==> config.mk <==
export PLATFORM = sky130hd
export DESIGN_NAME = modbus_rtu_tx_framer
export DESIGN_NICKNAME = d
export VERILOG_FILES = /design/src/rtl/modbus_rtu_tx_framer_pkg.sv /design/src/rtl/modbus_bit_tick.sv /design/src/rtl/modbus_rtu_tx_framer.sv
export SDC_FILE = /design/constraint.sdc
export NUM_CORES = 1
export LEC_CHECK = 0
export CAP_MARGIN = 20
export CELL_PAD_IN_SITES_DETAIL_PLACEMENT = 2
export CELL_PAD_IN_SITES_GLOBAL_PLACEMENT = 2
export CORE_MARGIN = 2
export CORE_UTILIZATION = 34
export DETAILED_ROUTE_END_ITERATION = 8
export HOLD_SLACK_MARGIN = 0.06
export PLACE_DENSITY_LB_ADDON = 0.1
export SLEW_MARGIN = 20
export SYNTH_ARGS = -nofsm -noshare
export SYNTH_HDL_FRONTEND = slang
export SYNTH_HIERARCHICAL = 1
export SYNTH_SLANG_ARGS = --single-unit
==> constraint.sdc <==
create_clock -name clk_in -period 2.76 [get_ports clk_in]
set_clock_uncertainty 0.2 [all_clocks]
set_input_delay 0.552 -clock clk_in [delete_from_list [all_inputs] [get_ports clk_in]]
set_output_delay 0.552 -clock clk_in [all_outputs]
set_load 0.03 [all_outputs]
==> src/rtl/modbus_rtu_tx_framer_pkg.sv <==
// Shared Modbus RTU timing definitions: character-time bit counts, state encoding
// and the bit-period prescaler derivation used by both transmit and receive timers.
package modbus_rtu_tx_framer_pkg;

   localparam int unsigned BIT_CNT_W     = 6;
   localparam int unsigned CHAR_1P5_BITS = 15;
   localparam int unsigned CHAR_3P5_BITS = 35;

   typedef enum logic [1:0] {
      ST_GUARD = 2'd0,
      ST_ARMED = 2'd1,
      ST_SEND  = 2'd2,
      ST_GAP   = 2'd3
   } tx_state_e;

   // Clock cycles per bit period; the result must fit the 16-bit prescaler range.
   function automatic int unsigned bpsParam(input int unsigned clkFreq,
                                            input int unsigned baudRate);
      return clkFreq / baudRate;
   endfunction

endpackage

==> src/rtl/modbus_bit_tick.sv <==
// Bit-period prescaler: counts 0..BPS_PARAM-1 and flags the wrap cycle as a bit tick.
// The synchronous clear restarts the bit period from zero.
module modbus_bit_tick #(
   parameter int unsigned BPS_PARAM = 5208
) (
   input  logic clk_i,
   input  logic rst_ni,
   input  logic clear_i,
   output logic tick_o
);

   localparam int unsigned     CNT_W = (BPS_PARAM > 1) ? $clog2(BPS_PARAM) : 1;
   localparam logic [CNT_W-1:0] LAST = CNT_W'(BPS_PARAM - 1);

   logic [CNT_W-1:0] cnt_q, cnt_d;

   assign tick_o = (cnt_q == LAST);

   always_comb begin
      cnt_d = cnt_q + CNT_W'(1);
      if (clear_i || tick_o) begin
         cnt_d = '0;
      end
   end

   always_ff @(posedge clk_i or negedge rst_ni) begin
      if (!rst_ni) begin
         cnt_q <= '0;
      end else begin
         cnt_q <= cnt_d;
      end
   end

endmodule

==> src/rtl/modbus_rtu_tx_framer.sv <==
// Modbus RTU transmit framer: enforces 3.5-char silence around frames, keeps frame
// bytes back-to-back and aborts a frame when the next byte arrives too late.
module modbus_rtu_tx_framer
   import modbus_rtu_tx_framer_pkg::*;
#(
   parameter int unsigned CLK_FREQ     = 50000000,
   parameter int unsigned BAUD_RATE    = 9600,
   parameter int unsigned GUARD_BITS   = CHAR_3P5_BITS,
   parameter int unsigned GAP_MAX_BITS = 10
) (
   input  logic       clk_in,
   input  logic       rst_n_in,
   input  logic [7:0] frame_data,
   input  logic       frame_valid,
   input  logic       frame_last,
   output logic       frame_ready,
   input  logic       rx_busy,
   output logic       tx_start,
   output logic [7:0] tx_data,
   input  logic       tx_done,
   output logic       tx_frame_busy,
   output logic       tx_frame_done,
   output logic       tx_underrun
);

   localparam int unsigned          BPS_PARAM  = bpsParam(CLK_FREQ, BAUD_RATE);
   localparam logic [BIT_CNT_W-1:0] GUARD_LAST = BIT_CNT_W'(GUARD_BITS - 1);
   localparam logic [BIT_CNT_W-1:0] GAP_LAST   = BIT_CNT_W'(GAP_MAX_BITS - 1);

   tx_state_e            state_q, state_d;
   logic [BIT_CNT_W-1:0] bitCnt_q, bitCnt_d;
   logic [7:0]           data_q, data_d;
   logic                 last_q, last_d;
   logic                 start_q, start_d;
   logic                 busy_q, busy_d;
   logic                 frameDone_q, frameDone_d;
   logic                 underrun_q, underrun_d;
   logic                 tick;
   logic                 clearCnt;
   logic                 accept;

   modbus_bit_tick #(
      .BPS_PARAM(BPS_PARAM)
   ) uBitTick (
      .clk_i  (clk_in),
      .rst_ni (rst_n_in),
      .clear_i(clearCnt),
      .tick_o (tick)
   );

   // frame_ready is the only unregistered output so a byte can be taken the cycle it appears.
   always_comb begin
      frame_ready = 1'b0;
      case (state_q)
         ST_ARMED: frame_ready = !rx_busy;
         ST_GAP:   frame_ready = 1'b1;
         default:  frame_ready = 1'b0;
      endcase
   end

   assign accept = frame_valid && frame_ready;

   always_comb begin
      state_d     = state_q;
      data_d      = data_q;
      last_d      = last_q;
      start_d     = 1'b0;
      frameDone_d = 1'b0;
      underrun_d  = 1'b0;
      clearCnt    = 1'b0;
      case (state_q)
         ST_GUARD: begin
            if (rx_busy) begin
               clearCnt = 1'b1;
            end else if (tick && (bitCnt_q == GUARD_LAST)) begin
               state_d = ST_ARMED;
            end
         end
         ST_ARMED: begin
            if (rx_busy) begin
               state_d  = ST_GUARD;
               clearCnt = 1'b1;
            end
         end
         ST_SEND: begin
            if (tx_done) begin
               clearCnt = 1'b1;
               if (last_q) begin
                  frameDone_d = 1'b1;
                  state_d     = ST_GUARD;
               end else begin
                  state_d = ST_GAP;
               end
            end
         end
         ST_GAP: begin
            if (!accept && tick && (bitCnt_q == GAP_LAST)) begin
               underrun_d = 1'b1;
               state_d    = ST_GUARD;
               clearCnt   = 1'b1;
            end
         end
         default: begin
            state_d  = ST_GUARD;
            clearCnt = 1'b1;
         end
      endcase
      // A late byte that lands on the gap-limit tick still counts as on time.
      if (accept) begin
         data_d  = frame_data;
         last_d  = frame_last;
         start_d = 1'b1;
         state_d = ST_SEND;
      end
   end

   always_comb begin
      bitCnt_d = bitCnt_q;
      if (clearCnt) begin
         bitCnt_d = '0;
      end else if (tick) begin
         bitCnt_d = bitCnt_q + BIT_CNT_W'(1);
      end
      busy_d = (state_d == ST_SEND) || (state_d == ST_GAP);
   end

   always_ff @(posedge clk_in or negedge rst_n_in) begin
      if (!rst_n_in) begin
         state_q     <= ST_GUARD;
         bitCnt_q    <= '0;
         data_q      <= '0;
         last_q      <= 1'b0;
         start_q     <= 1'b0;
         busy_q      <= 1'b0;
         frameDone_q <= 1'b0;
         underrun_q  <= 1'b0;
      end else begin
         state_q     <= state_d;
         bitCnt_q    <= bitCnt_d;
         data_q      <= data_d;
         last_q      <= last_d;
         start_q     <= start_d;
         busy_q      <= busy_d;
         frameDone_q <= frameDone_d;
         underrun_q  <= underrun_d;
      end
   end

   assign tx_start      = start_q;
   assign tx_data       = data_q;
   assign tx_frame_busy = busy_q;
   assign tx_frame_done = frameDone_q;
   assign tx_underrun   = underrun_q;

endmodule

==> summary.md <==
| Metric | Value |
|---|---|
| Total gr overflow | 0 |
| Core area | 0.00469 mm² |
| Worst path slowest cell | clkdlybuf4s50_1 |
| Critical Path AT | 1.88 ns |
| DR iter-0 viols | 52 |
| GRT Overall Usage | 0.163 |
| Critical path peak fanout | 3 |
| CTS tree | yes |
| Insertion delay to the later sink of the worst-skew pair | 0.29 ns |
| Synthesis-to-finish area growth | 27.5% |
| Post-DP HPWL | 2820 µm |
| Syn nets | 165 |
| Most used cell along the critical path | clkdlybuf4s50_1 |
| Warnings from Yosys | 6 |
| Normalized max-slew margin | 0.623 |
| Crit-path cells | clkdlybuf4s50_1, nand2b_1, and2_1, clkdlybuf4s50_1 |
| Setup TNS | 0 ns |
| Final Power | 1.68 mW |
| Nets | 200 |
| Drt via density | 5.36 |
| DRT Wirelength | 3860 µm |
| Min-Delay Path Class | register to register |
| Number of buffers created by CTS | 5 |
| Setup Buffers After CTS | 0 |
| Die Height | 73.4 µm |
| Drt pass-1 iters | 4 |
| Critical path class | input port to primary output |
| Status | finished, final reports clean |
| CTS clock-pin slew for the worst setup and hold paths | 0.07 ns |
| H-Tree Depth | 2 |
| Pwr dens | 804 mW/mm² |
| Endpoint class of the critical path | primary output |
| Post-synth top flop | dfrtp_1 |
| Share of cells above drive strength 1 | 0.169 |
| Pleak | 0.910 nW |
| Synth Cell Area | 0.00164 mm² |
| Max cap viols | 0 |
| Final Hold Vio Count | 0 |
| CP peak stage delay | 0.66 ns |
| Synthesis-stage register bit count | 34 |
| IO Count | 27 |
| F_max | 0.380 GHz |
| Vias in the first global route | 1396 |
| # rows | 25 |
| Initial antenna violation count | 0 |
| Die width | 73.4 µm |
| Clock buffer depth | 2 |
| Final RePlAce weighted congestion | 0.750 |
| Sink Count | 34 |
| RSZ-0062 raised after global routing | no |
| Root Buffer | clkbuf_8 |
| Area share of the largest cell type after synthesis | 0.519 |
| Leading cell types by count after synthesis | 34 x dfrtp_1, 11 x nor2_1, 8 x a21oi_1, 8 x mux2_2, 8 x nand3_1 |
| Post-synth EDFFs | 0 |
| First-pass GRT wire length | 6590 µm |
| Average wire per standard cell | 16.3 µm |
| Die area | 0.00539 mm² |
| Post-route ant nets | 0 |
| Via count | 1270 |
| Synth async-reset ratio | 1.00 |
| Slew Limit Fails | 0 |
| Drt drc | 0 |
| Startpoint types | input port |
| Most frequent cell after synthesis | dfrtp_1 |
| Post-route minimum period | 2.63 ns |
| Leading area contributor after synthesis | dfrtp_1 |
| Worst slew pin tran | 0.565 ns |
| Cell variety after synth | 39 |
| Setup violations, final | 0 |
| Synthesized area per cell | 11.1 µm² |
| CP required | 2.01 ns |
| Antenna diodes | 0 |
| Initial Util | 0.349 |
| Hold buffer count at CTS | 0 |
| Period utilization | 0.954 |
| VDD IR max | 0.255 mV |
| Largest net degree at the start of global routing | 35 |
| Syn Inst Count | 147 |
| Post-cts sizing count | 0 |
| Port Buffers | 26 |
| Synth area leaders | dfrtp_1 52%, mux2_2 5.5%, ha_1 3.1% |
| Sequential area share after synthesis | 0.519 |
[final timing paths]
check,cells past startpoint,endpoint,from,slack (ns)
max,4,frame_ready,rx_busy,0.13
min,1,uBitTick/cnt_q[0],uBitTick/cnt_q[0],0.29
max reg2reg,7,uBitTick/cnt_q[3],uBitTick/cnt_q[9],0.16
min reg2reg,1,uBitTick/cnt_q[0],uBitTick/cnt_q[0],0.29
max in group asynchronous,2,uBitTick/cnt_q[4],rst_n_in,1.58
min in group asynchronous,2,tx_data[0],rst_n_in,0.46
[critical path, delay by kind of cell]
| family | cells | cell delay (ns) |
|---|---|---|
| AND/OR/NAND/NOR | 2 | 0.24 |
| buffers and inverters | 2 | 1.09 |
[report_power, final]
group          switching [mW]  total [mW]  internal (mW)
Combinational           0.295       0.552          0.258
Clock                   0.184       0.449          0.266
Sequential             0.0770       0.678          0.601
[cell type report]
class                      instances  area (µm²)
clock buffer                       5        68.8
timing repair buffer              33         313
tap                               54        67.6
fill                             483        2600
clock inverter                     3        40.0
sequential                        34         851
inverter                           7        26.3
multi-input combinational        101         722
[layout by cell type (no fill, tap or decap), types with 2 or more instances in the layout]
cell type / Yosys / final
or4_1: 4 / 4
dfrtp_1: 34 / 34
a21oi_1: 8 / 8
buf_4: 1 / 7
clkdlybuf4s50_1: 0 / 26
nand2_1: 7 / 7
o21ai_0: 6 / 6
nand4_1: 4 / 4
or3_1: 4 / 4
nand4b_1: 2 / 2
clkinv_2: 0 / 2
or3_2: 2 / 2
and2_1: 2 / 2
nor2_1: 11 / 11
inv_1: 7 / 7
clkbuf_8: 0 / 5
nor2b_1: 2 / 2
nand3b_1: 2 / 2
xor2_1: 5 / 5
o31ai_1: 4 / 4
nand2b_1: 2 / 2
ha_1: 4 / 4
mux2_2: 8 / 8
xnor2_1: 2 / 2
nand3_1: 8 / 8
[state kept, by name (all words and copies together) (netlist names)]
signal	flops
state_q	2
uBitTick/cnt_q	13
last_q	1
bitCnt_q	6
tx_underrun	1
tx_frame_done	1
tx_frame_busy	1
tx_start	1
tx_data	8
[logic make-up after synthesis]
logic type,Yosys count,synth area share
multiplexers,9,0.0619
flip-flops,34,0.519
buffers and inverters,12,0.0397
XOR/XNOR,7,0.0374
AO/OA/AOI/OAI,24,0.102
AND/OR/NAND/NOR,57,0.209
adder cells (fa/ha/maj),4,0.0306
[per-stage QoR]
stage | hold slack [ns] | instance area (µm²) | instances | setup WS [ns] | utilization
after floorplan | 0.0564 | 1640 | 147 | 0.209 | -
after global placement | 0.277 | 1980 | 229 | 0.150 | 0.422
after detailed placement | 0.293 | 1980 | 229 | 0.110 | 0.422
after CTS | 0.301 | 2090 | 237 | 0.113 | 0.445
after global routing | 0.321 | 2090 | 237 | 0.0471 | 0.445
final | 0.292 | 2090 | 237 | 0.126 | 0.445
[layer usage]
| layer | routed length, µm | GRT usage | up-vias | part of all wire |
|---|---|---|---|---|
| li1 | - | - | 596 | - |
| met1 | 1660 | 0.195 | 638 | 0.43 |
| met2 | 1920 | 0.273 | 30 | 0.50 |
| met3 | 219 | 0.0549 | 6 | 0.057 |
| met4 | 55 | 0.0545 | 0 | 0.014 |
| met5 | 0 | 0 | - | 0 |
Power figures use the tool's default switching activity.
